### src/rtl/jtag_tap_pkg.sv
// jtag_tap_pkg: shared types and constants for the JTAG TAP responder.
//   tap_state_e    : 16-state 1149.1 TAP controller state, 4-bit encoding
//   INSTR_*        : instruction codes decoded by the responder
//   IR_CAPTURE     : value loaded into the IR shift register on Capture-IR
package jtag_tap_pkg;

  // Encoding follows the conventional 1149.1 reference values so debug
  // traces of tap_state_o read the same as in most JTAG tools.
  typedef enum logic [3:0] {
    TAP_EX2_DR   = 4'h0,
    TAP_EX1_DR   = 4'h1,
    TAP_SH_DR    = 4'h2,
    TAP_PAUSE_DR = 4'h3,
    TAP_SEL_IR   = 4'h4,
    TAP_UPD_DR   = 4'h5,
    TAP_CAP_DR   = 4'h6,
    TAP_SEL_DR   = 4'h7,
    TAP_EX2_IR   = 4'h8,
    TAP_EX1_IR   = 4'h9,
    TAP_SH_IR    = 4'hA,
    TAP_PAUSE_IR = 4'hB,
    TAP_RTI      = 4'hC,
    TAP_UPD_IR   = 4'hD,
    TAP_CAP_IR   = 4'hE,
    TAP_TLR      = 4'hF
  } tap_state_e;

  localparam logic [3:0] INSTR_IDCODE  = 4'b0001;
  localparam logic [3:0] INSTR_CONFREG = 4'b0110;
  localparam logic [3:0] INSTR_BYPASS  = 4'b1111;
  localparam logic [3:0] IR_CAPTURE    = 4'b0101;

endpackage

### src/rtl/jtag_tap_fsm.sv
// jtag_tap_fsm: IEEE 1149.1 TAP controller state register and next-state logic.
// Ports:
//   clk     in  system clock
//   rst_n   in  synchronous active-low reset
//   tck_rise in one-clk pulse marking a synchronized TCK rising edge
//   tms     in  synchronized TMS
//   trst_n  in  synchronized active-low TAP reset (overrides tck_rise)
//   state   out current TAP state (registered)
module jtag_tap_fsm
  import jtag_tap_pkg::*;
(
  input  logic       clk,
  input  logic       rst_n,
  input  logic       tck_rise,
  input  logic       tms,
  input  logic       trst_n,
  output tap_state_e state
);

  tap_state_e next_state;

  always_comb begin
    next_state = state;
    unique case (state)
      TAP_TLR:      next_state = tms ? TAP_TLR      : TAP_RTI;
      TAP_RTI:      next_state = tms ? TAP_SEL_DR   : TAP_RTI;
      TAP_SEL_DR:   next_state = tms ? TAP_SEL_IR   : TAP_CAP_DR;
      TAP_CAP_DR:   next_state = tms ? TAP_EX1_DR   : TAP_SH_DR;
      TAP_SH_DR:    next_state = tms ? TAP_EX1_DR   : TAP_SH_DR;
      TAP_EX1_DR:   next_state = tms ? TAP_UPD_DR   : TAP_PAUSE_DR;
      TAP_PAUSE_DR: next_state = tms ? TAP_EX2_DR   : TAP_PAUSE_DR;
      TAP_EX2_DR:   next_state = tms ? TAP_UPD_DR   : TAP_SH_DR;
      TAP_UPD_DR:   next_state = tms ? TAP_SEL_DR   : TAP_RTI;
      TAP_SEL_IR:   next_state = tms ? TAP_TLR      : TAP_CAP_IR;
      TAP_CAP_IR:   next_state = tms ? TAP_EX1_IR   : TAP_SH_IR;
      TAP_SH_IR:    next_state = tms ? TAP_EX1_IR   : TAP_SH_IR;
      TAP_EX1_IR:   next_state = tms ? TAP_UPD_IR   : TAP_PAUSE_IR;
      TAP_PAUSE_IR: next_state = tms ? TAP_EX2_IR   : TAP_PAUSE_IR;
      TAP_EX2_IR:   next_state = tms ? TAP_UPD_IR   : TAP_SH_IR;
      TAP_UPD_IR:   next_state = tms ? TAP_SEL_DR   : TAP_RTI;
      default:      next_state = TAP_TLR;
    endcase
  end

  // TRSTn takes priority over a coincident TCK rising edge.
  always_ff @(posedge clk) begin
    if (!rst_n || !trst_n) begin
      state <= TAP_TLR;
    end else if (tck_rise) begin
      state <= next_state;
    end
  end

endmodule

### src/rtl/jtag_tap_responder.sv
// jtag_tap_responder: JTAG TAP target running entirely in the system clock.
// TCK/TMS/TDI/TRSTn are oversampled, TCK edges become one-clk pulses, and the
// TAP FSM, IR and data registers (BYPASS, IDCODE, CONFREG) advance on them.
// Ports:
//   clk_i          in  system clock
//   rst_n          in  synchronous active-low reset
//   jtag_tck_i     in  JTAG clock (sampled as data)
//   jtag_trst_ni   in  JTAG reset, active-low
//   jtag_tms_i     in  test mode select
//   jtag_tdi_i     in  test data in
//   jtag_tdo_o     out test data out, updated on TCK falling edge
//   jtag_tdo_oe_o  out high while in Shift-DR/Shift-IR (TCK falling edge timing)
//   conf_reg_o     out configuration register
//   conf_upd_o     out one-clk pulse when the confreg is updated
//   tap_state_o    out current TAP state for debug
// TCK high and low phases must each last at least SYNC_STAGES+2 clk_i periods.
module jtag_tap_responder
  import jtag_tap_pkg::*;
#(
  parameter int          IR_WIDTH     = 4,
  parameter logic [31:0] IDCODE_VALUE = 32'h249511C3,
  parameter int          CONF_WIDTH   = 9,
  parameter int          SYNC_STAGES  = 2   // must be >= 2
) (
  input  logic                  clk_i,
  input  logic                  rst_n,
  input  logic                  jtag_tck_i,
  input  logic                  jtag_trst_ni,
  input  logic                  jtag_tms_i,
  input  logic                  jtag_tdi_i,
  output logic                  jtag_tdo_o,
  output logic                  jtag_tdo_oe_o,
  output logic [CONF_WIDTH-1:0] conf_reg_o,
  output logic                  conf_upd_o,
  output logic [3:0]            tap_state_o
);

  localparam logic [IR_WIDTH-1:0] IR_IDCODE  = IR_WIDTH'(INSTR_IDCODE);
  localparam logic [IR_WIDTH-1:0] IR_CONFREG = IR_WIDTH'(INSTR_CONFREG);
  localparam logic [IR_WIDTH-1:0] IR_CAP     = IR_WIDTH'(IR_CAPTURE);

  // Synchronizers: the output of each chain is its MSB.
  logic [SYNC_STAGES-1:0] tck_sync, trst_sync, tms_sync, tdi_sync;
  logic                   tck_prev;
  logic                   tck_s, trst_s, tms_s, tdi_s;
  logic                   tck_rise, tck_fall;

  always_ff @(posedge clk_i) begin
    if (!rst_n) begin
      tck_sync  <= '0;
      trst_sync <= '0;
      tms_sync  <= '0;
      tdi_sync  <= '0;
      tck_prev  <= 1'b0;
    end else begin
      tck_sync  <= {tck_sync[SYNC_STAGES-2:0],  jtag_tck_i};
      trst_sync <= {trst_sync[SYNC_STAGES-2:0], jtag_trst_ni};
      tms_sync  <= {tms_sync[SYNC_STAGES-2:0],  jtag_tms_i};
      tdi_sync  <= {tdi_sync[SYNC_STAGES-2:0],  jtag_tdi_i};
      tck_prev  <= tck_s;
    end
  end

  assign tck_s    = tck_sync[SYNC_STAGES-1];
  assign trst_s   = trst_sync[SYNC_STAGES-1];
  assign tms_s    = tms_sync[SYNC_STAGES-1];
  assign tdi_s    = tdi_sync[SYNC_STAGES-1];
  assign tck_rise = tck_s & ~tck_prev;
  assign tck_fall = ~tck_s & tck_prev;

  tap_state_e state;

  jtag_tap_fsm u_fsm (
    .clk      (clk_i),
    .rst_n    (rst_n),
    .tck_rise (tck_rise),
    .tms      (tms_s),
    .trst_n   (trst_s),
    .state    (state)
  );

  assign tap_state_o = state;

  // Instruction and data registers.
  logic [IR_WIDTH-1:0]   ir, ir_shift;
  logic [31:0]           idcode_shift;
  logic [CONF_WIDTH-1:0] conf_shift;
  logic                  bypass_shift;
  logic                  sel_idcode, sel_conf;
  logic                  dr_lsb;

  // Any code other than IDCODE or CONFREG falls through to BYPASS.
  assign sel_idcode = (ir == IR_IDCODE);
  assign sel_conf   = (ir == IR_CONFREG);

  always_comb begin
    dr_lsb = bypass_shift;
    if (sel_idcode)    dr_lsb = idcode_shift[0];
    else if (sel_conf) dr_lsb = conf_shift[0];
  end

  // Actions on tck_rise use 'state' before the FSM register updates, which is
  // exactly the state held during the rising edge.
  always_ff @(posedge clk_i) begin
    if (!rst_n) begin
      ir            <= IR_IDCODE;
      ir_shift      <= '0;
      idcode_shift  <= '0;
      conf_shift    <= '0;
      bypass_shift  <= 1'b0;
      conf_reg_o    <= '0;
      conf_upd_o    <= 1'b0;
      jtag_tdo_o    <= 1'b0;
      jtag_tdo_oe_o <= 1'b0;
    end else begin
      conf_upd_o <= 1'b0;

      if (!trst_s) begin
        // Partial shifts are dropped; the confreg itself survives TRSTn.
        ir           <= IR_IDCODE;
        ir_shift     <= '0;
        idcode_shift <= '0;
        conf_shift   <= '0;
        bypass_shift <= 1'b0;
      end else if (tck_rise) begin
        unique case (state)
          TAP_TLR:    ir       <= IR_IDCODE;
          TAP_CAP_IR: ir_shift <= IR_CAP;
          TAP_SH_IR:  ir_shift <= {tdi_s, ir_shift[IR_WIDTH-1:1]};
          TAP_UPD_IR: ir       <= ir_shift;
          TAP_CAP_DR: begin
            if (sel_idcode)    idcode_shift <= IDCODE_VALUE;
            else if (sel_conf) conf_shift   <= conf_reg_o;
            else               bypass_shift <= 1'b0;
          end
          TAP_SH_DR: begin
            if (sel_idcode)    idcode_shift <= {tdi_s, idcode_shift[31:1]};
            else if (sel_conf) conf_shift   <= {tdi_s, conf_shift[CONF_WIDTH-1:1]};
            else               bypass_shift <= tdi_s;
          end
          TAP_UPD_DR: begin
            if (sel_conf) begin
              conf_reg_o <= conf_shift;
              conf_upd_o <= 1'b1;
            end
          end
          default: ;
        endcase
      end

      // TDO launches on the falling edge so the host samples it stably on the
      // next rising edge; it holds its last value outside the shift states.
      if (tck_fall) begin
        jtag_tdo_oe_o <= (state == TAP_SH_DR) || (state == TAP_SH_IR);
        if (state == TAP_SH_IR)      jtag_tdo_o <= ir_shift[0];
        else if (state == TAP_SH_DR) jtag_tdo_o <= dr_lsb;
      end
    end
  end

endmodule
### config.mk
export PLATFORM = sky130hd
export DESIGN_NAME = jtag_tap_responder
export DESIGN_NICKNAME = d
export VERILOG_FILES = /design/src/rtl/jtag_tap_pkg.sv /design/src/rtl/jtag_tap_fsm.sv /design/src/rtl/jtag_tap_responder.sv
export SDC_FILE = /design/constraint.sdc
export NUM_CORES = 1
export LEC_CHECK = 0
export BUFFER_PORTS_ARGS = -buffer_cell sky130_fd_sc_hd__buf_2
export CAP_MARGIN = 5
export CELL_PAD_IN_SITES_DETAIL_PLACEMENT = 0
export CELL_PAD_IN_SITES_GLOBAL_PLACEMENT = 1
export CORE_MARGIN = 2
export CORE_UTILIZATION = 45
export DETAILED_ROUTE_END_ITERATION = 12
export PLACE_DENSITY_LB_ADDON = 0.3
export SLEW_MARGIN = 20
export SYNTH_ARGS = -nofsm -noshare
export SYNTH_HDL_FRONTEND = slang
export SYNTH_HIERARCHICAL = 1
export SYNTH_SLANG_ARGS = --single-unit
export TNS_END_PERCENT = 20
### constraint.sdc
create_clock -name clk_i -period 2.5 [get_ports clk_i]
set_input_delay 0.5 -clock clk_i [delete_from_list [all_inputs] [get_ports clk_i]]
set_output_delay 0.5 -clock clk_i [all_outputs]
set_load 0.01 [all_outputs]
==> results of run 1 <==
==> power breakdown <==
group          switching, mW  internal (mW)
sequential           0.00399           1.20
combinational         0.0217         0.0115
clock                  0.427          0.615
==> worst max-delay path: stages, from the launching register on <==
cell and delay (ns):
dfxtp_1 0.35, or4b_1 0.60, or4_1 0.42, buf_4 0.26, nor3_1 0.21, nor3_1 0.06
==> logic make-up (layout without fill, tap and decap cells) <==
logic type	after synthesis	in the layout
AOI/OAI and AO/OA	55	55
buffers and inverters	24	49
and+or+nand+nor	177	177
muxes	11	11
DFF	75	75
==> sequential cells by signal, indices dropped and copies added, names as in the netlist <==
name and count:
ir_shift 4, tdi_sync 2, conf_reg_o 9, conf_shift 9, idcode_shift 32, trst_sync 2
tck_sync 2, conf_upd_o 1, tms_sync 2, bypass_shift 1, jtag_tdo_o 1, u_fsm/state 4
jtag_tdo_oe_o 1, ir 4, tck_prev 1
==> path summary, 6_finish.rpt <==
kind                endpoint  slack, ns  cells after the start
max          idcode_shift[0]       0.48                      5
min              tdi_sync[0]       0.36                      2
max reg2reg  idcode_shift[0]       0.48                      5
min reg2reg     trst_sync[1]       0.43                      1
==> layout by cell type (no fill, tap or decap), types with 3 or more instances in the layout <==
cell	instances
a21oi_1	28
a311oi_1	9
and2_1	10
buf_2	21
buf_4	10
clkbuf_8	11
dfxtp_1	75
mux2i_1	11
nand2_1	50
nand2b_1	4
nand3_1	26
nand3b_1	3
nor2_1	35
nor2b_1	3
nor3_1	15
nor3_2	11
o21ai_0	4
or3b_2	5
==> cells in the mapped netlist (all sizes together) <==
library cell  count  share of area
a311o             1         0.0033
or2b              1         0.0025
nor3b             1         0.0025
or4b              1         0.0033
a311oi            9          0.026
a211oi            1         0.0025
a21oi            28          0.047
inv               2         0.0025
or3               2         0.0042
and2             10          0.021
o21bai            1         0.0025
nor2             35          0.044
nand4bb           1         0.0038
a22oi             2         0.0050
a211o             1         0.0029
nand4             1         0.0021
buf               8          0.015
o22ai             2         0.0042
a21o              1         0.0025
a21boi            1         0.0025
dfxtp            75           0.50
nor4              4          0.015
and3              2         0.0042
clkbuf           14          0.018
a31oi             1         0.0021
o21ai             4         0.0067
o41ai             1         0.0029
mux2i            11          0.037
or4               2         0.0050
nor3             26          0.060
o211ai            1         0.0025
nand2            50          0.063
o21a              1         0.0025
nand2b            4         0.0084
nor2b             3         0.0063
or3b              5          0.015
nand3            26          0.043
nand3b            3         0.0075
==> metrics by stage <==
stage	utilization	hold slack (ns)	instance area, sq um	std cells
floorplan	-	0.398	2990	342
global placement	0.499	0.414	3190	428
detailed placement	0.499	0.421	3190	428
CTS	0.534	0.346	3410	444
global route	0.534	0.360	3410	444
finish	0.534	0.363	3410	444
==> routing by layer <==
layer,vias to the layer above,global-route usage,share of wire
met2,32,0.266,0.45
li1,1236,-,-
met3,9,0.0327,0.027
met4,0,0.0909,0.019
met5,-,0,0
met1,1110,0.236,0.50
==> layout make-up <==
cell class | instances | area (sq um) | share of cell area
clock inverters | 4 | 72.6 | 0.0213
repair buffers | 31 | 180 | 0.0528
multi-input cells | 243 | 1400 | 0.410
well taps | 77 | 96.3 | 0.0282
flip-flops and latches | 75 | 1500 | 0.440
clock buffers | 12 | 155 | 0.0455
inverters | 2 | 7.51 | 0.00220
==> key figures, run 1 <==
Place
  • GP Congestion: ~0.74
  • Place WS: 0.501 ns
  • Port Buffer Count: 21
  • Final HPWL DP: around 3600 um

Final layout
  • Layout overhead on the synthesized area: 14.0%
  • Nets: ~370
  • Layout cells sized above 1: 0.174
  • Antenna Cells: 0
  • Fillers: roughly 600

Routing
  • Final WL: a little under 6000 um
  • Vias per cell: roughly 5.4
  • Drt first pass iters: 4
  • Routed WL per cell: ~13 um
  • Detail Route Antenna Nets: 0
  • DRC viols: 0
  • Initial drt markers: just over 80
  • Overall via count from detail_route: 2387

Pwr
  • Pwr/cell area: about 670 nW/um^2
  • Leakage Power: approximately 1.2 nW
  • Pwr Total: approximately 2.3 mW
  • Max VDD drop: between 0.0003 and 0.0004 V

Timing
  • Crit share post-route: 0.807
  • Slew @ Worst Pin: approximately 0.51 ns
  • Setup TNS Final: 0 ns
  • Fin. Hold Viols: 0
  • Slack of the critical path: approximately 0.48 ns
  • Final setup viols: 0
  • Final Skew: between 0.007 and 0.008 ns
  • RSZ-0062 raised after global routing: no
  • Final slew viol count: 0
  • Tmin final: 2.02 ns
  • Slew HR: 0.660
  • F_max: between 400 and 500 MHz

Synth
  • Adder-cell share of the synthesized area: 0
  • Yosys cell types: 42
  • Syn_nets: 348
  • Post-Synth Simple-Gate Area: 0.311
  • Cell count after synthesis: 342
  • Combinational family with the most area after synthesis: simple AND/OR/NAND/NOR gates
  • Synthesized flop and latch total: 75
  • Post-synthesis sequential area ratio: 0.501
  • Synth Area in Compound Gates: 0.115
  • Synthesized area per cell: approximately 8.8 sq um
  • Synthesized cell area: 2990 sq um
  • Mux share of post-synthesis cell area: 0.0368
  • YS warnings: 6
  • Post-Synth XOR/XNOR Area: 0

GRT
  • Gr usage total: 0.174
  • Largest net degree at the start of global routing: 33
  • Antenna violations before repair: 0
  • GRT overflow: 0
  • First-pass GRT wire length: around 10000 um
  • Vias in the first global route: between 2000 and 2500

CTS
  • CTS Buffer Depth: 2
  • # Post-CTS Setup Buffers: 0
  • CTS tree: yes
  • CTS resizes: 0
  • Worst-path clk slew: 0.07 ns
  • Worst-Skew Late Latency: between 0.3 and 0.4 ns
  • H-tree depth: 3
  • Root buf cell: clkbuf_8
  • Inserted Clock Buffers: 9
  • CTS Hold Bufs: 0
  • CTS sink count: 75

Die
  • Die outline height: between 80 and 90 um
  • DIE WIDTH: about 86 um
  • Core region area: between 6000 and 7000 sq um
  • Starting Density: 0.469
  • Row Count: 29
  • I/O pin total: 22
  • Die footprint: about 7300 sq um

Min path
  • Worst Hold Launch: jtag_tdi_i
  • Worst Hold Class: in -> reg

Worst setup path
  • CP required: about 2.7 ns
  • Maximum fanout along the worst path: 32
  • CP Launch Type: flip-flop
  • CP endpoint kind: flip-flop
  • Crit path arrival time: 2.24 ns
  • Critical R2R Launch: ir[3]
  • Worst setup path class: reg -> reg
  • Worst Setup SP: ir[3]

Run status
  • Outcome: finished, final reports clean

Flow run
  • Max-cap violations: 0
Note: power is estimated with default switching activity, not from simulation.
==> inputs of run 2 (changes only) <==
ABC_AREA = 1   (was not set)
CORE_UTILIZATION = 43   (was 45)
clock period = 2.1 ns   (was 2.5 ns; I/O delays follow)
==> key figures, run 2 <==
Run status
  • Outcome: finished, final reports clean

Flow run
  • Max-cap violations: 0 (unchanged)

Timing
  • F_max: 577 MHz (+16%)
  • Slew @ Worst Pin: 0.606 ns (+0.0962 ns)
  • Tmin final: 1.73 ns (-0.285 ns)
  • Fin. Hold Viols: 0 (unchanged)
  • Final setup viols: 0 (unchanged)
  • Final Skew: 0.00986 ns (+0.00193 ns)
  • Crit share post-route: 0.825 (+0.0181)
  • Slew HR: 0.595 (-0.0647)
  • RSZ-0062 raised after global routing: no
  • Final slew viol count: 0 (unchanged)
  • Setup TNS Final: 0 ns (unchanged)
  • Hold_ws: 0.260 ns (-0.104 ns)

Pwr
  • Cell-internal power: 2.15 mW (+18%)
  • Max VDD drop: 0.000466 V (+18%)
  • Sequential power share: 0.525 (-0.003)
  • Pwr/cell area: 723 nW/um^2 (+8.3%)
  • Switch share: 0.213 (+0.0144)
  • Leakage Power: 1.57 nW (+30%)
  • Clock power frac: 0.453 (-0.004)
  • Share of total power in combinational logic: 0.021 (+0.006)
  • Net Switching: 0.582 mW (+29%)

Die
  • Die footprint: 8540 sq um (+17%)
  • Starting Density: 0.439 (-0.0294)
  • Core region area: 7650 sq um (+20%)
  • DIE WIDTH: 92.4 um (+8.0%)
  • Die outline height: 92.4 um (+8.0%)
  • Row Count: 32 (+10%)
  • I/O pin total: 22 (unchanged)

Synth
  • Syn_nets: 496 (+43%)
  • Synthesized cell area: 3360 sq um (+12%)
  • Synthesized flop and latch total: 75 (unchanged)
  • Top-count cell post-synth: nor2_1
  • EDFF count, synth: 0 (unchanged)
  • Main synth FF type: dfxtp_1
  • Yosys cell types: 28 (-33%)
  • Async set-or-reset flop fraction in the synthesized netlist: 0 (unchanged)
  • Leading area contributor after synthesis: dfxtp_1
  • Share of the synthesized area in the top cell type: 0.447 (-0.0547)
  • Cell count after synthesis: 490 (+43%)
  • Synth cell count leaders: 134 x nor2_1, 75 x dfxtp_1, 71 x nand2_1
  • Synthesized area per cell: 6.86 sq um (-22%)
  • YS warnings: 6 (unchanged)
  • Largest cells by area after synthesis: dfxtp_1 45%, nor2_1 15%, nand2_1 7.9%
  • Post-synthesis sequential area ratio: 0.447 (-0.0547)

Worst setup path
  • Reg2Reg Depth: 6 (+1)
  • Ordered list of cells on the worst path: nand3_1 > nor2_1 > nand2_1 > clkinv_1 > nor2_1 > nor2_1
  • Worst setup path class: reg -> reg
  • Crit path buffers/inverters: 1 (unchanged)
  • CP endpoint kind: flip-flop
  • Slowest cell on crit path: dfxtp_1
  • CP required: 2.37 ns (-0.35 ns)
  • Maximum fanout along the worst path: 13 (-59%)
  • CP Launch Type: flip-flop
  • Most used cell, CP: nor2_1
  • Slowest stage delay, CP: 0.71 ns (+0.11 ns)
  • Critical path's top delay family: flip-flops
  • Cell count along the critical path: 6 (+1)
  • Crit path arrival time: 2.00 ns (-0.24 ns)

Place
  • GP Congestion: 0.795 (+7.3%)
  • Final HPWL DP: 4390 um (+21%)
  • Port Buffer Count: 21 (unchanged)

Final layout
  • Layout cells sized above 1: 0.133 (-0.0412)
  • Most frequent cells in the layout: 134 x nor2_1, 75 x dfxtp_1, 71 x nand2_1
  • Top reg by flops: idcode_shift
  • Antenna Cells: 0 (unchanged)
  • Nets: 519 (+41%)
  • Top Registers: idcode_shift: 32 flops, conf_reg_o: 9 flops, conf_shift: 9 flops
  • Most common library cell in the layout ignoring fill and taps: nor2_1
  • Number of flip-flops in the largest register: 32 (unchanged)
  • Fillers: 808 (+32%)
  • Layout overhead on the synthesized area: 12.4%

CTS
  • CTS resizes: 0 (unchanged)
  • # Post-CTS Setup Buffers: 0 (unchanged)
  • Root buf cell: clkbuf_8
  • CTS tree: yes
  • Worst-path clk slew: 0.07 ns (about the same)
  • CTS sink count: 75 (unchanged)
  • Inserted Clock Buffers: 9 (unchanged)
  • H-tree depth: 3 (unchanged)
  • CTS Buffer Depth: 2 (unchanged)
  • Worst-Skew Late Latency: 0.35 ns (about the same)
  • CTS Hold Bufs: 0 (unchanged)

Routing
  • Detail Route Antenna Nets: 0 (unchanged)
  • Routed WL per cell: 10.9 um (-17%)
  • Drt first pass iters: 4 (unchanged)
  • Final WL: 6780 um (+16%)
  • Vias per cell: 4.61 (-14%)
  • DRC viols: 0 (unchanged)
  • Initial drt markers: 113 (+40%)
  • Overall via count from detail_route: 2860 (+20%)

GRT
  • Antenna violations before repair: 0 (unchanged)
  • First-pass GRT wire length: 12000 um (+17%)
  • Vias in the first global route: 2673 (+22%)
  • Largest net degree at the start of global routing: 38 (+15%)
  • Gr usage total: 0.172 (-0.00221)
  • GRT overflow: 0 (unchanged)

Min path
  • Worst hold path depth: 3 (+1)
  • Worst Hold Class: in -> reg
-- run 2: cell types whose count changed after synthesis, moves of 11 or more --
cell | before | now
a21oi_1 | 28 | 10
inv_1 | 2 | 60
mux2i_1 | 11 | 0
nand2_1 | 50 | 71
nand3_1 | 26 | 15
nor2_1 | 35 | 134
o21ai_0 | 4 | 50
or2_0 | 0 | 12
-- run 2: cell type report --
class	count	area [sq um]	area share
Sequential cell	75	1500	0.397
Clock inverter	6	88.8	0.0235
Multi-Input combinational cell	329	1480	0.392
Tap cell	102	128	0.0338
Clock buffer	10	138	0.0364
Inverter	68	255	0.0676
Timing Repair Buffer	30	185	0.0490
-- run 2: logic make-up after synthesis --
kind of cell,count (synthesis),share of synthesized area
and+or+nand+nor,262,0.340
buffers and inverters,86,0.112
DFF,75,0.447
AOI/OAI and AO/OA,67,0.101
-- run 2: worst paths after layout --
kind                                       to            from  slack (ns)
worst max-delay path            conf_reg_o[2]  u_fsm/state[0]        0.37
worst min register to register    tdi_sync[1]     tdi_sync[0]        0.42
worst max register to register  conf_reg_o[2]  u_fsm/state[0]        0.37
worst min-delay path             trst_sync[0]    jtag_trst_ni        0.26
-- run 2: routing by layer --
metal  track usage  share of wire  vias up
met3        0.0366          0.027       10
met4        0.0634          0.015        0
met5             0              0        -
met2         0.278           0.44       32
met1         0.227           0.52     1263
li1              -              -     1555
-- run 2: worst min-delay path, stage by stage --
cell and delay, ns:
buf_2 0.07, nand2_1 0.04, inv_1 0.04
-- run 2: stage by stage --
stage / cells / setup WS, ns / cell area [sq um] / utilization / total power [mW]
floorplan: 490 / 0.616 / 3360 / - / 1.51
global placement: 604 / 0.407 / 3550 / 0.464 / 1.53
detailed placement: 604 / 0.362 / 3550 / 0.464 / 1.53
CTS: 620 / 0.335 / 3780 / 0.494 / 2.77
global route: 620 / 0.165 / 3780 / 0.494 / 2.84
finish: 620 / 0.367 / 3780 / 0.494 / 2.73
-- run 2: power groups by stage --
stage	logic, mW	clock network, mW	registers, mW
2_1_floorplan	0.0395	0	1.47
3_3_place_gp	0.0584	0	1.47
3_5_place_dp	0.0586	0	1.47
4_1_cts	0.0590	1.28	1.44
5_1_grt	0.0672	1.33	1.44
6_report	0.0579	1.24	1.44
==> inputs of run 3 (changes only) <==
ABC_AREA = 0   (was 1)
CORE_UTILIZATION = 41   (was 43)
clock period = 1.44 ns   (was 2.1 ns; I/O delays follow)
==> key figures, run 3 (same netlist as run 1, synthesis figures left out) <==
Run status
  • Outcome: finished with violations
  • Failing checks: setup timing

CTS
  • H-tree depth: 3 (unchanged)
  • CTS Buffer Depth: 2 (unchanged)
  • Inserted Clock Buffers: 9 (unchanged)
  • Root buf cell: clkbuf_8
  • Worst-Skew Late Latency: 0.34 ns (about the same)
  • CTS sink count: 75 (unchanged)
  • Worst-path clk slew: 0.07 ns (about the same)
  • CTS tree: yes

Die
  • I/O pin total: 22 (unchanged)
  • Die outline height: 89.5 um (-3.2%)
  • Starting Density: 0.417 (-0.0222)
  • Die footprint: 8000 sq um (-6.3%)
  • DIE WIDTH: 89.5 um (-3.2%)
  • Core region area: 7180 sq um (-6.2%)
  • Row Count: 31 (-3.1%)

Final layout
  • Layout cells sized above 1: 0.281 (+0.148)
  • Layout overhead on the synthesized area: 29.0%
  • Top Registers: idcode_shift: 32 flops, conf_reg_o: 9 flops, conf_shift: 9 flops
  • Top reg by flops: idcode_shift
  • Nets: 400 (-23%)
  • Number of flip-flops in the largest register: 32 (unchanged)
  • Antenna Cells: 0 (unchanged)
  • Most common library cell in the layout ignoring fill and taps: dfxtp_1
  • Most frequent cells in the layout: 72 x dfxtp_1, 50 x nand2_1, 35 x nor2_1

Worst setup path
  • Critical R2R Launch: ir[2]
  • Maximum fanout along the worst path: 18 (+5)
  • Crit path arrival time: 2.05 ns (+0.05 ns)
  • Slowest cell on crit path: or4b_4
  • Critical path's top delay family: simple AND/OR/NAND/NOR gates
  • Reg2Reg Depth: 5 (-1)
  • CP required: 1.66 ns (-0.71 ns)
  • Slowest stage delay, CP: 0.53 ns (-0.18 ns)
  • CP endpoint kind: flip-flop
  • Crit path buffers/inverters: 1 (unchanged)
  • Reg2Reg Setup Slack: -0.39 ns (-0.75 ns)
  • Ordered list of cells on the worst path: or4b_4 > or4_4 > buf_12 > nor3_2 > nor3_1
  • CP Launch Type: flip-flop
  • Reg-to-Reg End: idcode_shift[6]
  • Worst setup path class: reg -> reg

Routing
  • Routed WL per cell: 13.2 um (+21%)
  • Drt first pass iters: 4 (unchanged)
  • Detail Route Antenna Nets: 0 (unchanged)
  • Initial drt markers: 96 (-15%)
  • Vias per cell: 5.08 (+10%)
  • DRC viols: 0 (unchanged)
  • Final WL: 6560 um (-3.3%)
  • Overall via count from detail_route: 2526 (-12%)

Pwr
  • Cell-internal power: 2.91 mW (+35%)
  • Share of total power in combinational logic: 0.024 (+0.003)
  • Sequential power share: 0.568 (+0.043)
  • Clock power frac: 0.408 (-0.045)
  • Leakage Power: 1.42 nW (-9.7%)
  • Max VDD drop: 0.000397 V (-15%)
  • Pwr/cell area: 952 nW/um^2 (+32%)
  • Switch share: 0.208 (-0.00510)
  • Net Switching: 0.765 mW (+31%)

Timing
  • Slew HR: 0.751 (+0.156)
  • Slack of the critical path: -0.387 ns (-0.755 ns)
  • Setup TNS Final: -13.48 ns (-13.48 ns)
  • Hold_ws: 0.149 ns (-0.111 ns)
  • Slew @ Worst Pin: 0.373 ns (-0.234 ns)
  • Fin. Hold Viols: 0 (unchanged)
  • RSZ-0062 raised after global routing: yes
  • Final Skew: 0.00923 ns (-0.000630 ns)
  • Crit share post-route: 1.27 (+0.444)
  • Final slew viol count: 0 (unchanged)
  • Tmin final: 1.83 ns (+0.0945 ns)
  • F_max: 547 MHz (-5.2%)
  • Final setup viols: 57 (+57)

Min path
  • Worst Hold Path EP: tdi_sync[0]
  • Worst Hold Class: in -> reg
  • Worst hold path depth: 2 (-1)
  • Worst Hold Launch: jtag_tdi_i

GRT
  • Gr usage total: 0.174 (+0.00168)
  • M1 GR Usage: 0.224 (-0.00210)
  • Antenna violations before repair: 0 (unchanged)
  • GRT overflow: 0 (unchanged)
  • GR peak layer: met2
  • GRT met3 Usage: 0.0342 (-0.00245)
  • First-pass GRT wire length: 10800 um (-10%)
  • Vias in the first global route: 2347 (-12%)
  • Largest net degree at the start of global routing: 44 (+16%)
  • Met2 GRT Util: 0.284 (+0.00552)

Flow run
  • Max-cap violations: 0 (unchanged)

Place
  • GP Congestion: 0.762 (-4.1%)
  • Port Buffer Count: 21 (unchanged)
  • Final HPWL DP: 4120 um (-6.0%)
-- run 3: through the flow --
step	instances	util	area (sq um)	power, mW	setup slack [ns]
6_report	497	0.538	3860	3.68	-0.387
4_1_cts	495	0.524	3760	3.73	-0.388
5_1_grt	497	0.538	3860	3.82	-0.450
3_5_place_dp	480	0.485	3480	2.22	-0.464
3_3_place_gp	480	0.485	3480	2.22	-0.434
2_1_floorplan	342	-	3000	2.18	-0.405
-- run 3: what timing repair did --
item,4_1_cts,5_1_grt
endpoints found under the setup margin,64,62
hold buffers,0,0
gates resized for setup,25,18
pin swaps,4,22
setup buffers,0,1
cloned,0,1
endpoints found under the hold margin,0,0
-- run 3: cell type report --
| type | count | area (sq um) |
|---|---|---|
| clock inverter | 3 | 40.0 |
| multi-input combinational | 243 | 1500 |
| timing repair buffer | 63 | 547 |
| sequential | 75 | 1510 |
| fill | 668 | 3310 |
| clock buffer | 12 | 135 |
| inverter | 2 | 10.0 |
| tap | 99 | 124 |
-- run 3: how the worst max path moves through the flow --
stage	startpoint	end	slack [ns]	depth (start not counted)
floorplan	ir[2]	idcode_shift[12]	-0.40	6
global placement	ir[2]	idcode_shift[26]	-0.43	5
detailed placement	ir[2]	idcode_shift[6]	-0.46	5
CTS	ir[2]	idcode_shift[12]	-0.39	5
global route	ir[2]	idcode_shift[8]	-0.45	5
finish	ir[2]	idcode_shift[6]	-0.39	5
-- run 3: power groups by stage --
stage	Combinational, mW	Clock, mW	Sequential (mW)
final	0.0870	1.50	2.09
after global routing	0.0958	1.63	2.09
after CTS	0.0868	1.55	2.09
after detailed placement	0.0821	0	2.14
after global placement	0.0811	0	2.14
after floorplan	0.0386	0	2.14
-- run 3: metal layers --
metal,routed length (um),vias to the layer above
li1,-,1303
met1,3090,1183
met2,3230,29
met3,139,11
met4,97,0
met5,0,-
